<file path="config.mk">
export PLATFORM = sky130hd
export DESIGN_NAME = fib_ctrl
export DESIGN_NICKNAME = d
export VERILOG_FILES = /design/src/rtl/fib_pkg.sv /design/src/rtl/fib_step_cnt.sv /design/src/rtl/fib_ctrl.sv
export SDC_FILE = /design/constraint.sdc
export NUM_CORES = 1
export LEC_CHECK = 0
export BUFFER_PORTS_ARGS = -buffer_cell sky130_fd_sc_hd__buf_2
export CORE_MARGIN = 2
export CORE_UTILIZATION = 25
export CTS_CLUSTER_DIAMETER = 60
export CTS_CLUSTER_SIZE = 20
export DETAILED_ROUTE_END_ITERATION = 12
export GPL_TIMING_DRIVEN = 0
export SLEW_MARGIN = 20
export SYNTH_ARGS = -nofsm -noshare
export SYNTH_HDL_FRONTEND = slang
export SYNTH_SLANG_ARGS = --single-unit
</file>
<file path="constraint.sdc">
create_clock -name clk -period 1.4 [get_ports clk]
set_input_delay 0.07 -clock clk [delete_from_list [all_inputs] [get_ports clk]]
set_output_delay 0.07 -clock clk [all_outputs]
set_load 0.02 [all_outputs]
</file>
<file path="src/rtl/fib_pkg.sv">
// Shared definitions for the Fibonacci control slice: widths, the state
// encoding and the datapath word type. The state register is one-hot.
// The enum values are bit positions in that vector, not encoded states.
package fib_pkg;

   localparam int FIB_W     = 20;   // datapath width, matches calc
   localparam int FIB_NW    = 5;    // width of the term index n
   localparam int FIB_N_MAX = 30;   // F(30)=832040 is the last term that fits

   // Bit positions inside the one-hot state vector.
   typedef enum logic [2:0] {
      ST_IDLE  = 3'd0,
      ST_CLEAR = 3'd1,
      ST_INIT  = 3'd2,
      ST_STEP  = 3'd3,
      ST_DONE  = 3'd4
   } state_idx_e;

   localparam int ST_NUM = 5;

   typedef logic [ST_NUM-1:0] state_t;

   // Reset and illegal-state recovery value: only the IDLE bit set.
   localparam state_t ST_RESET = 5'b00001;

   typedef logic [FIB_W-1:0] fib_t;

   // Build a one-hot state vector from a state bit position.
   function automatic state_t onehot(input state_idx_e s);
      state_t v;
      v    = '0;
      v[s] = 1'b1;
      return v;
   endfunction

endpackage

</file>
<file path="src/rtl/fib_step_cnt.sv">
// Loadable down-counter that sets the number of STEP cycles.
// Latency: the load and decrement results are visible in the next cycle. The
// last flag is combinational from the count register.
// Backpressure: none. The count holds while dec is low and does not go below zero.
// Ports: clk/rst (async, active-high), load + load_val, dec, last (count==1).
module fib_step_cnt
   import fib_pkg::*;
#(
   parameter int NW = FIB_NW
) (
   input  logic          clk,
   input  logic          rst,
   input  logic          load,
   input  logic [NW-1:0] load_val,
   input  logic          dec,
   output logic          last
);

   logic [NW-1:0] count;

   always_ff @(posedge clk or posedge rst) begin
      if (rst) begin
         count <= '0;
      end else if (load) begin
         count <= load_val;
      end else if (dec && (count != '0)) begin
         count <= count - NW'(1);
      end
   end

   // The controller leaves STEP in the cycle this flag is high, so it sees
   // exactly load_val STEP cycles.
   assign last = (count == NW'(1));

endmodule

</file>
<file path="src/rtl/fib_ctrl.sv">
// Control FSM for the calc Fibonacci datapath. It sequences rst_ctl/en/mux and
// captures F(n).
// Latency: done in cycle 3 for n=0, cycle 4+max(n-2,0) for n>=1, and cycle 1
// when n is rejected.
// Backpressure: ready is high only in IDLE. A start at any other time is
// dropped, not queued.
// Ports: clk, rst (async, active-high); request start/n/ready; completion
// done/err/fib_out; datapath result_in (from calc) and rst_ctl/en/mux (to calc).
module fib_ctrl
   import fib_pkg::*;
#(
   parameter int W     = FIB_W,
   parameter int NW    = FIB_NW,
   parameter int N_MAX = FIB_N_MAX
) (
   input  logic          clk,
   input  logic          rst,
   input  logic          start,
   input  logic [NW-1:0] n,
   output logic          ready,
   output logic          done,
   output logic          err,
   output logic [W-1:0]  fib_out,
   input  logic [W-1:0]  result_in,
   output logic          rst_ctl,
   output logic          en,
   output logic          mux
);

   state_t        state_q;
   state_t        state_d;
   logic [NW-1:0] n_q;
   logic [NW-1:0] cnt_load_val;
   logic          n_bad;
   logic          accept;
   logic          reject;
   logic          cnt_last;

   // Request decode. An out-of-range n is answered from IDLE and never
   // touches the datapath.
   assign n_bad  = (n > NW'(N_MAX));
   assign accept = state_q[ST_IDLE] & start & ~n_bad;
   assign reject = state_q[ST_IDLE] & start &  n_bad;

   // Number of STEP cycles is max(n-2,0). INIT alone already yields F(1)=F(2)=1.
   assign cnt_load_val = (n >= NW'(2)) ? (n - NW'(2)) : '0;

   fib_step_cnt #(
      .NW       (NW)
   ) u_step_cnt (
      .clk      (clk),
      .rst      (rst),
      .load     (accept),
      .load_val (cnt_load_val),
      .dec      (state_q[ST_STEP]),
      .last     (cnt_last)
   );

   // State register.
   always_ff @(posedge clk or posedge rst) begin
      if (rst) begin
         state_q <= ST_RESET;
      end else begin
         state_q <= state_d;
      end
   end

   // Next-state logic.
   always_comb begin
      state_d = state_q;
      if (state_q[ST_IDLE]) begin
         if (accept) begin
            state_d = onehot(ST_CLEAR);
         end
      end else if (state_q[ST_CLEAR]) begin
         // F(0)=0 is what the cleared datapath already presents.
         state_d = (n_q == '0) ? onehot(ST_DONE) : onehot(ST_INIT);
      end else if (state_q[ST_INIT]) begin
         state_d = (n_q >= NW'(3)) ? onehot(ST_STEP) : onehot(ST_DONE);
      end else if (state_q[ST_STEP]) begin
         if (cnt_last) begin
            state_d = onehot(ST_DONE);
         end
      end else if (state_q[ST_DONE]) begin
         state_d = onehot(ST_IDLE);
      end else begin
         // Any non-one-hot value (upset) goes back to a clean IDLE.
         state_d = ST_RESET;
      end
   end

   // Outputs are taken straight from state flops, with no decode between the
   // flops and the datapath. rst_ctl drives an asynchronous clear in calc, so it
   // must be exactly the CLEAR flop.
   always_comb begin
      ready   = state_q[ST_IDLE];
      rst_ctl = state_q[ST_CLEAR];
      en      = state_q[ST_INIT] | state_q[ST_STEP];
      mux     = state_q[ST_INIT];
   end

   // Request latch, result capture and status flags.
   always_ff @(posedge clk or posedge rst) begin
      if (rst) begin
         n_q     <= '0;
         err     <= 1'b0;
         fib_out <= '0;
         done    <= 1'b0;
      end else begin
         done <= 1'b0;
         if (accept) begin
            n_q <= n;
            err <= 1'b0;
         end else if (reject) begin
            // fib_out keeps the last good result.
            err  <= 1'b1;
            done <= 1'b1;
         end
         if (state_q[ST_DONE]) begin
            fib_out <= result_in;
            done    <= 1'b1;
         end
      end
   end

endmodule

</file>
==> out/summary.txt, run 1 <==
========================================================================================
Clock Skews                                                                   0.00985 ns
Worst Setup End Kind                                                            register
Total clock buffers created by CTS                                                     5
Worst-path fanout max                                                                  4
Overall power after layout                                                     0.00542 W
Antenna violations before repair                                                       0
DP Wirelength                                                                    2.60 mm
Nets in the synthesized netlist                                                      174
Number of warnings printed during yosys synthesis                                      0
Detailed-routed wire length on met2                                              1.75 mm
Failing checks                                                              setup timing
Antenna cells                                                                          0
Final GP Congestion                                                                0.681
Die Y                                                                            87.0 um
Number of placement rows                                                              30
Peak supply drop                                                              0.000773 V
Die X                                                                            87.0 um
Post-route setup slack                                                         -0.202 ns
Share of layout cells above drive strength 1                                       57.3%
Unrepaired setup endpoints after global routing                                     true
Clock tree from TritonCTS                                                           done
Hold Path Sink                                                                fib_out[2]
Top cells by area in the synthesized netlist                                dfrtp_1 (52%), mux2_2 (14%), ha_1 (3.6%)
Required time of the worst setup path                                            1.57 ns
Slew of the pin with the lowest slew margin                                     0.452 ns
Max-cap check violation count                                                          0
Sequential area share after synthesis                                              53.8%
Number of clock sinks                                                                 37
Maximum operating frequency                                                      624 MHz
Share of Yosys cell area claimed by the top area cell type                         52.3%
Number of register bits inferred by synthesis                                         37
Relative area change from synthesis to final layout                                41.2%
Instance count of the mapped netlist                                                 141
Global-route wire length before repair                                           5.85 mm
P_leak                                                                           1.09 nW
Clock root cell                                                                 clkbuf_8
Reg2Reg Depth                                                                          7
Area of the die                                                                7570 um^2
Worst slew margin relative to its limit                                            69.8%
Type of the worst setup path                                                register to register
Number of distinct library cells after synthesis                                      39
Final worst path period need                                                     1.60 ns
Async set or reset register ratio after synthesis                                   100%
Hold Worst Slack                                                               0.0142 ns
I/O pin total                                                                         54
Most instantiated library cell after synthesis                                   dfrtp_1
Total placed cells including tap cells                                               274
Worst skew pair latency                                                          0.28 ns
Power Density                                                               2230 nW/um^2
Endpoints failing hold                                                                 0
Number of levels in the clock H-tree                                                   2
Detailed-route via count                                                            1345
Pin count of the biggest net entering global routing                                  20
Final Max Slew Viols                                                                   0
Number of standard cells in the final layout excluding fillers                       293
Slack of the worst reg-to-reg path                                              -0.20 ns
Endpoint of the worst-slack reg-to-reg timing path                          u_step_cnt.count[0]
Average cell area after synthesis                                              12.2 um^2
Routed length per placed instance                                                12.9 um
Core area                                                                      6720 um^2
Min-Delay Startpoint                                                        result_in[2]
Post-synthesis cell area                                                       1720 um^2
Top routing layer in use                                                            met3
Setup-failing EPs final                                                                5
Synth area leader                                                                dfrtp_1
Number of cells traversed by the worst hold path                                       2
Detailed-routed wire length on met3                                               211 um
Post-synth EDFFs                                                                       0
ANT nets after route                                                                   0
Critical path arrival                                                            1.77 ns
Number of global-route vias before repair                                           1251
Detailed-route DRC error count                                                         0
Portion of the clock cycle consumed by the worst path in the final layout           114%
RR Startpoint                                                               u_step_cnt.count[0]
CTS clock-pin slew for the worst setup and hold paths                            0.08 ns
Aggregate global-route resource usage                                              9.87%
Maximum root-to-sink buffer count                                                      2
Number of vias per cell after detailed routing                                      4.59
Buffers added on ports                                                                52
Min-Delay Path Class                                                        primary input to register
M1 WL                                                                            1.81 mm
Number of nets in the finished design                                                245
Final routed wirelength across all metal layers                                  3.77 mm
Starting utilization of the core area                                              25.6%
Synth top cells by count                                                    dfrtp_1 (36), mux2_2 (22), nand2_1 (9)
Top flip-flop cell by instance count after synthesis                             dfrtp_1
Crit start category                                                             register
Outcome                                                                     finished, violations left
Remaining global-route overflow                                                        0
DRT Pass-1 Iters                                                                       4
DRC marker count from the first detailed-route iteration                              47
========================================================================================
cells by family (layout without fill, tap and decap cells):
family / count (synthesis) / after routing / synth area share, %
DFF: 37 / 37 / 53.8
and+or+nand+nor: 32 / 32 / 10.6
AOI/OAI and AO/OA: 25 / 25 / 10.3
muxes: 23 / 23 / 15.0
buffers and inverters: 15 / 87 / 4.65
adders and majority gates: 5 / 5 / 3.63
xor gates and xnor gates: 4 / 4 / 2.03
metrics by stage:
| step | worst slack, ns | setup TNS (ns) | cell area [um^2] | util, % |
|---|---|---|---|---|
| after global routing | -0.261 | -0.953 | 2430 | 36.2 |
| final | -0.202 | -0.646 | 2430 | 36.2 |
| after global placement | -0.198 | -3.18 | 2110 | 31.4 |
| after floorplan | -0.144 | -0.558 | 1750 | - |
| after CTS | -0.233 | -0.750 | 2410 | 35.8 |
| after detailed placement | -0.217 | -1.15 | 2140 | 31.8 |
timing repair:
item                                    4_1_cts  5_1_grt
pin swaps                                     3        2
endpoints found under the hold margin        18        0
setup buffers                                 8        1
endpoints found under the setup margin       12       23
hold buffers                                  1        0
cloned                                        2        0
gates resized for setup                      15       12
where the power goes:
group	internal (W)	switching [W]
Clock	0.000400	0.000375
Combinational	0.00126	0.00138
Sequential	0.00160	0.000398
Total	0.00327	0.00215
how the worst max path moves through the flow:
stage | start | endpoint | slack (ns) | depth (start not counted)
2_1_floorplan | state_q[0] | n_q[0] | -0.14 | 5
3_3_place_gp | u_step_cnt.count[0] | u_step_cnt.count[3] | -0.20 | 6
3_5_place_dp | u_step_cnt.count[1] | u_step_cnt.count[1] | -0.22 | 5
4_1_cts | u_step_cnt.count[0] | u_step_cnt.count[1] | -0.23 | 5
5_1_grt | u_step_cnt.count[0] | u_step_cnt.count[1] | -0.26 | 6
6_report | u_step_cnt.count[0] | u_step_cnt.count[0] | -0.20 | 7
final cells by class:
| cell class | count | area [um^2] |
|---|---|---|
| buffer | 6 | 52.6 |
| clock buffer | 7 | 86.3 |
| clock inverter | 1 | 7.51 |
| fill | 670 | 4290 |
| inverter | 8 | 30.0 |
| multi-input combinational | 89 | 846 |
| sequential | 37 | 927 |
| tap | 80 | 100 |
| timing repair buffer | 65 | 384 |
per-layer routing:
| metal | GRT usage [%] | vias up |
|---|---|---|
| met5 | 0 | - |
| met4 | 2.13 | 0 |
| met3 | 2.84 | 0 |
| met2 | 16.7 | 43 |
| met1 | 12.5 | 657 |
| li1 | - | 645 |
flip-flops by register name (all words and copies together) (netlist names):
signal / flops
fib_out: 20
n_q: 5
state_q: 5
u_step_cnt.count: 5
done: 1
err: 1
layout by cell type, fill, tap and decap left out, drive strengths merged, types with 2 or more instances in the layout:
cell and n:
buf 67, dfrtp 36, mux2 22, clkbuf 10, nand2 9, inv 8
nor2 7, o21ai 6, nor3 5, ha 5, a21oi 5, xnor2 3
nand3b 2, o21a 2, o31ai 2, a41oi 2, o32ai 2
worst max-delay path, cell delays in order, from the launching register on:
cell and delay [ns]:
dfrtp_1 0.41, inv_2 0.09, ha_4 0.12, or4b_4 0.49, buf_4 0.16, nand2_2 0.05, xnor2_1 0.10, o21ai_1 0.07
No activity file was read; power rests on OpenSTA's default activity.
==> inputs of run 2 (changes only) <==
CORE_UTILIZATION = 45   (was 25)
PLACE_DENSITY = 0.75   (was default)
==> run 2 against run 1 <==
Effect of this change: the flow still finishes with violations (setup timing); cell count is 11% lower; combinational power is 2% lower; clock skew is 0.00078 ns lower; highest routed layer is now met4.
==> out/summary.txt, run 2 (synthesis results as in run 1) <==
========================================================================================
Worst Setup End Kind                                                            register   unchanged
Clock Skews                                                                   0.00906 ns   was 0.00985 ns
Part of the total power dissipated in the clock network                            16.9%   was 14.3%
Core area                                                                      3660 um^2   was 6720 um^2
Worst skew pair latency                                                          0.29 ns   was 0.28 ns
Unrepaired setup endpoints after global routing                                     true   unchanged
P_leak                                                                           1.07 nW   was 1.09 nW
Critical path's slowest cell                                                      or4b_4   unchanged
Required time of the worst setup path                                            1.57 ns   about the same
Switching Power                                                                0.00211 W   was 0.00215 W
DRC marker count from the first detailed-route iteration                              35   was 47
Slew of the pin with the lowest slew margin                                     0.734 ns   was 0.452 ns
Outcome                                                                     finished, violations left   unchanged
Number of global-route vias before repair                                           1345   was 1251
Maximum operating frequency                                                      645 MHz   was 624 MHz
Total clock buffers created by CTS                                                     5   unchanged
Worst slew margin relative to its limit                                            51.0%   was 69.8%
Number of nets in the finished design                                                244   was 245
Min-Delay Path Class                                                        primary input to register   unchanged
Setup-failing EPs final                                                                5   unchanged
Antenna cells                                                                          0   unchanged
Portion of the clock cycle consumed by the worst path in the final layout           111%   was 114%
Peak supply drop                                                               0.00112 V   was 0.000773 V
Relative contribution of sequential cells to total power                           35.9%   was 37.0%
Critical path arrival                                                            1.72 ns   was 1.77 ns
Final routed wirelength across all metal layers                                  3.72 mm   was 3.77 mm
Placement Setup Slack                                                          -0.208 ns   was -0.217 ns
Register containing the most flip-flops in the final layout                      fib_out   unchanged
Number of placement rows                                                              22   was 30
Routed length per placed instance                                                14.3 um   was 12.9 um
Share of layout cells above drive strength 1                                       53.3%   was 57.3%
Pin count of the biggest net entering global routing                                  38   was 20
Relative area change from synthesis to final layout                                36.2%   was 41.2%
Endpoint of the worst-slack reg-to-reg timing path                          u_step_cnt.count[3]   was u_step_cnt.count[0]
Slack of the worst reg-to-reg path                                              -0.15 ns   was -0.20 ns
Post-route setup slack                                                         -0.151 ns   was -0.202 ns
Detailed-route via count                                                            1354   was 1345
Final GP Congestion                                                                0.752   was 0.681
Number of levels in the clock H-tree                                                   2   unchanged
Endpoints failing hold                                                                 0   unchanged
CTS clock-pin slew for the worst setup and hold paths                            0.07 ns   was 0.08 ns
Critical path's largest stage delay                                              0.49 ns   about the same
Failing checks                                                              setup timing   unchanged
Number of flip-flops in the largest register                                          20   unchanged
I/O pin total                                                                         54   unchanged
Number of clock sinks                                                                 37   unchanged
Maximum root-to-sink buffer count                                                      2   unchanged
Relative contribution of combinational cells to total power                        47.2%   was 48.7%
Hold Path Sink                                                               fib_out[19]   was fib_out[2]
Number of standard cells in the final layout excluding fillers                       260   was 293
Number of cells traversed by the worst hold path                                       2   unchanged
Crit start category                                                             register   unchanged
Worst-path fanout max                                                                  4   unchanged
Commonest non-fill, non-tap cells in the layout                             buf_2 (52), dfrtp_1 (36), mux2_2 (22)   unchanged
Switching Fraction                                                                 38.3%   was 39.7%
Power Density                                                               2350 nW/um^2   was 2230 nW/um^2
RR Startpoint                                                               u_step_cnt.count[1]   was u_step_cnt.count[0]
Antenna violations before repair                                                       0   unchanged
DP Wirelength                                                                    2.66 mm   was 2.60 mm
Max-cap check violation count                                                          0   unchanged
Starting utilization of the core area                                              47.1%   was 25.6%
Global-route wire length before repair                                           6.05 mm   was 5.85 mm
Min-Delay Startpoint                                                        result_in[19]   was result_in[2]
Number of filler cells placed in the layout                                          276   was 670
Reg2Reg Depth                                                                          6   was 7
Final Max Slew Viols                                                                   0   unchanged
Aggregate global-route resource usage                                              18.7%   was 9.87%
Type of the worst setup path                                                register to register   unchanged
Number of vias per cell after detailed routing                                      5.21   was 4.59
Detailed-route DRC error count                                                         0   unchanged
Clock root cell                                                                 clkbuf_8   unchanged
Final worst path period need                                                     1.55 ns   was 1.60 ns
Clock tree from TritonCTS                                                           done   unchanged
Area of the die                                                                4340 um^2   was 7570 um^2
Remaining global-route overflow                                                        0   unchanged
Cell Chain, Critical Path                                                   inv_2, ha_4, or4b_4, nand3_2, xor2_1, a21oi_1   was inv_2, ha_4, or4b_4, buf_4, nand2_2, xnor2_1, o21ai_1
Die X                                                                            65.9 um   was 87.0 um
Buffers added on ports                                                                52   unchanged
ANT nets after route                                                                   0   unchanged
Die Y                                                                            65.9 um   was 87.0 um
Internal power                                                                 0.00341 W   was 0.00327 W
DRT Pass-1 Iters                                                                       4   unchanged
Most common cell after layout, fill and taps aside                                 buf_2   unchanged
Total placed cells including tap cells                                               241   was 274
========================================================================================
-- run 2: cell types whose count changed in the layout (fill, tap and decap cells not counted), moves of 2 or more --
cell           delta
buf_4             -2
clkbuf_1          +2
clkbuf_2          -2
dlygate4sd3_1     +2
-- run 2: stage by stage --
| step | total power, W | hold slack [ns] | utilization [%] | cell area [um^2] | TNS, ns |
|---|---|---|---|---|---|
| after global routing | 0.00591 | 0.00617 | 64.1 | 2350 | -0.882 |
| after floorplan | 0.00357 | 0.169 | - | 1750 | -0.558 |
| final | 0.00552 | 0.0116 | 64.1 | 2350 | -0.436 |
| after CTS | 0.00547 | 0.00862 | 62.8 | 2300 | -0.538 |
| after global placement | 0.00417 | 0.303 | 56.6 | 2070 | -0.916 |
| after detailed placement | 0.00430 | 0.240 | 56.6 | 2070 | -1.03 |
-- run 2: worst max-delay path by stage --
| stage | from | depth (start not counted) | endpoint |
|---|---|---|---|
| final | u_step_cnt.count[1] | 6 | u_step_cnt.count[3] |
| after global routing | u_step_cnt.count[0] | 6 | u_step_cnt.count[3] |
| after CTS | u_step_cnt.count[1] | 6 | u_step_cnt.count[3] |
| after detailed placement | u_step_cnt.count[1] | 5 | u_step_cnt.count[1] |
| after global placement | u_step_cnt.count[1] | 6 | u_step_cnt.count[3] |
| after floorplan | state_q[0] | 5 | n_q[0] |
-- run 2: worst max-delay path: cells and delay by family (launching register included) --
family	cells	cell delay, ns
DFF	1	0.40
buffers and inverters	1	0.08
and+or+nand+nor	2	0.58
xor gates and xnor gates	1	0.16
AOI/OAI and AO/OA	1	0.09
adders and majority gates	1	0.13
-- run 2: timing repair --
| action | CTS | global route |
|---|---|---|
| resized for setup | 8 | 7 |
| setup buffers | 7 | 1 |
| endpoints found under the setup margin | 10 | 12 |
| hold buffers | 1 | 2 |
| cloned | 2 | 0 |
| hold endpoints to repair | 36 | 2 |
| pin swaps | 9 | 3 |
-- run 2: final cells by class --
type	instances	area, um^2	area share, %
clock buffer	7	86.3	3.68
inverter	8	30.0	1.28
timing repair buffer	64	362	15.4
sequential	37	927	39.5
clock inverter	1	30.0	1.28
multi-input combinational	89	806	34.3
tap	48	60.1	2.56
buffer	6	46.3	1.97
-- run 2: power by group through the flow --
| stage | clock (W) | combinational [W] | sequential (W) |
|---|---|---|---|
| 3_3_place_gp | 0 | 0.00224 | 0.00192 |
| 5_1_grt | 0.00103 | 0.00283 | 0.00206 |
| 2_1_floorplan | 0 | 0.00121 | 0.00236 |
| 3_5_place_dp | 0 | 0.00232 | 0.00198 |
| 6_report | 0.000935 | 0.00260 | 0.00198 |
| 4_1_cts | 0.000954 | 0.00256 | 0.00196 |
-- run 2: layer usage --
layer  GRT usage (%)  routed length, um  vias up
met5               0                  0        -
met4            6.51                 50        0
met3            5.96                259        7
met2            32.1               1860       50
met1            22.0               1550      656
li1                -                  -      641
==> inputs of run 3 (changes only) <==
MAX_ROUTING_LAYER = met4   (was default)
==> run 3 against run 2 <==
Effect of this change: the run still ends with setup timing left; core utilization unchanged; critical path depth unchanged; non-clock buffer count unchanged; clock-buffer cell count unchanged; maximum frequency increased by 0.40%; wire length about the same; critical path type unchanged; largest power group unchanged.
==> out/summary.txt, run 3 (synthesis results as in run 1) <==
========================================================================================
Slack of the worst reg-to-reg path                                              -0.15 ns   about the same
Relative contribution of combinational cells to total power                        47.1%   was 47.2%
P_leak                                                                           1.07 nW   unchanged
Maximum operating frequency                                                      647 MHz   was 645 MHz
Placement Setup Slack                                                          -0.208 ns   unchanged
Clock root cell                                                                 clkbuf_8   unchanged
Switching Fraction                                                                 38.3%   about the same
Worst-path fanout max                                                                  4   unchanged
Core area                                                                      3660 um^2   unchanged
Internal power                                                                 0.00341 W   about the same
Slew of the pin with the lowest slew margin                                     0.737 ns   was 0.734 ns
CTS clock-pin slew for the worst setup and hold paths                            0.07 ns   about the same
Portion of the clock cycle consumed by the worst path in the final layout           110%   was 111%
Detailed-route via count                                                            1354   unchanged
DRC marker count from the first detailed-route iteration                              32   was 35
Worst skew pair latency                                                          0.29 ns   about the same
Clock Skews                                                                   0.00895 ns   was 0.00906 ns
Outcome                                                                     finished, violations left   unchanged
Buffers added on ports                                                                52   unchanged
Part of the total power dissipated in the clock network                            16.9%   about the same
Relative contribution of sequential cells to total power                           35.9%   about the same
Number of clock sinks                                                                 37   unchanged
Hold Worst Slack                                                               0.0116 ns   about the same
Total placed cells including tap cells                                               241   unchanged
Detailed-route DRC error count                                                         0   unchanged
Total clock buffers created by CTS                                                     5   unchanged
Endpoint of the worst-slack reg-to-reg timing path                          u_step_cnt.count[3]   unchanged
Setup-failing EPs final                                                                5   unchanged
Worst slew margin relative to its limit                                            50.8%   was 51.0%
Final routed wirelength across all metal layers                                  3.71 mm   was 3.72 mm
Power Density                                                               2350 nW/um^2   about the same
Most common cell after layout, fill and taps aside                                 buf_2   unchanged
Min-Delay Startpoint                                                        result_in[19]   unchanged
Routed length per placed instance                                                14.3 um   about the same
Number of global-route vias before repair                                           1347   was 1345
Pin count of the biggest net entering global routing                                  38   unchanged
Type of the worst setup path                                                register to register   unchanged
Number of flip-flops in the largest register                                          20   unchanged
DRT Pass-1 Iters                                                                       4   unchanged
Remaining global-route overflow                                                        0   unchanged
Clock tree from TritonCTS                                                           done   unchanged
Final worst path period need                                                     1.55 ns   about the same
Max-cap check violation count                                                          0   unchanged
Unrepaired setup endpoints after global routing                                     true   unchanged
Number of vias per cell after detailed routing                                      5.21   unchanged
DP Wirelength                                                                    2.66 mm   unchanged
Required time of the worst setup path                                            1.57 ns   about the same
Number of placement rows                                                              22   unchanged
Crit start category                                                             register   unchanged
Critical path arrival                                                            1.71 ns   was 1.72 ns
Min-Delay Path Class                                                        primary input to register   unchanged
Share of layout cells above drive strength 1                                       53.3%   unchanged
Area of the die                                                                4340 um^2   unchanged
Number of levels in the clock H-tree                                                   2   unchanged
Number of cells traversed by the worst hold path                                       2   unchanged
I/O pin total                                                                         54   unchanged
Antenna violations before repair                                                       0   unchanged
Number of standard cells in the final layout excluding fillers                       260   unchanged
Commonest non-fill, non-tap cells in the layout                             buf_2 (52), dfrtp_1 (36), mux2_2 (22)   unchanged
Post-route setup slack                                                         -0.145 ns   was -0.151 ns
RR Startpoint                                                               u_step_cnt.count[1]   unchanged
Switching Power                                                                0.00211 W   about the same
Final Max Slew Viols                                                                   0   unchanged
ANT nets after route                                                                   0   unchanged
Endpoints failing hold                                                                 0   unchanged
Die X                                                                            65.9 um   unchanged
Hold Path Sink                                                               fib_out[19]   unchanged
Global-route wire length before repair                                           6.05 mm   unchanged
Relative area change from synthesis to final layout                                36.2%   unchanged
Sum of negative setup slack                                                    -0.428 ns   was -0.436 ns
Number of nets in the finished design                                                244   unchanged
Worst Setup End Kind                                                            register   unchanged
Reg2Reg Depth                                                                          6   unchanged
Register containing the most flip-flops in the final layout                      fib_out   unchanged
Antenna cells                                                                          0   unchanged
Maximum root-to-sink buffer count                                                      2   unchanged
Die Y                                                                            65.9 um   unchanged
Aggregate global-route resource usage                                              19.2%   was 18.7%
Failing checks                                                              setup timing   unchanged
Starting utilization of the core area                                              47.1%   unchanged
Peak supply drop                                                               0.00112 V   about the same
Final core utilization                                                             64.1%   unchanged
Final GP Congestion                                                                0.761   was 0.752
========================================================================================
==> run 3: cell counts in the layout (fill, tap and decap cells not counted) <==
No cell type changed its count.
==> run 3: worst max path at each step <==
stage                                    from                  end  cells after the start
after global placement    u_step_cnt.count[1]  u_step_cnt.count[3]                      6
after CTS                 u_step_cnt.count[1]  u_step_cnt.count[3]                      6
after detailed placement  u_step_cnt.count[1]  u_step_cnt.count[1]                      5
after floorplan                    state_q[0]               n_q[0]                      5
after global routing      u_step_cnt.count[0]  u_step_cnt.count[3]                      6
final                     u_step_cnt.count[1]  u_step_cnt.count[3]                      6
==> run 3: layout make-up <==
class                           instances  area (um^2)
Sequential cell                        37          927
Tap cell                               48         60.1
Clock buffer                            7         86.3
Multi-Input combinational cell         89          806
Inverter                                8         30.0
Fill cell                             276         1310
Buffer                                  6         46.3
Timing Repair Buffer                   64          362
Clock inverter                          1         30.0
==> run 3: metal layers <==
| layer | up-vias | GRT usage [%] | wire length [um] | part of all wire [%] |
|---|---|---|---|---|
| li1 | 641 | - | - | - |
| met1 | 652 | 22.0 | 1530 | 41 |
| met2 | 54 | 32.1 | 1870 | 50 |
| met3 | 7 | 5.96 | 266 | 7.2 |
| met4 | 0 | 6.51 | 46 | 1.2 |
| met5 | - | - | 0 | 0 |
==> run 3: power groups by stage <==
stage / combinational [W] / clock [W] / sequential (W)
after floorplan: 0.00121 / 0 / 0.00236
after global placement: 0.00224 / 0 / 0.00192
after detailed placement: 0.00232 / 0 / 0.00198
after CTS: 0.00256 / 0.000954 / 0.00196
final: 0.00260 / 0.000934 / 0.00198
after global routing: 0.00283 / 0.00103 / 0.00206
==> run 3: critical path, stage by stage, from the launching register on <==
cell and delay [ns]:
dfrtp_1 0.40, inv_2 0.08, ha_4 0.13, or4b_4 0.49, nand3_2 0.09, xor2_1 0.15, a21oi_1 0.09
==> run 3: metrics by stage <==
stage                     total power (W)  instance area, um^2
after detailed placement          0.00430                 2070
after global placement            0.00417                 2070
after floorplan                   0.00357                 1750
after global routing              0.00591                 2350
after CTS                         0.00547                 2300
final                             0.00552                 2350
==> run 3: timing repair <==
action / in CTS / in global routing
endpoints found under the hold margin: 36 / 2
endpoints found under the setup margin: 10 / 12
hold buffers: 1 / 2
pin swaps: 9 / 3
cloned: 2 / 0
gates resized for setup: 8 / 7
setup buffers: 7 / 1
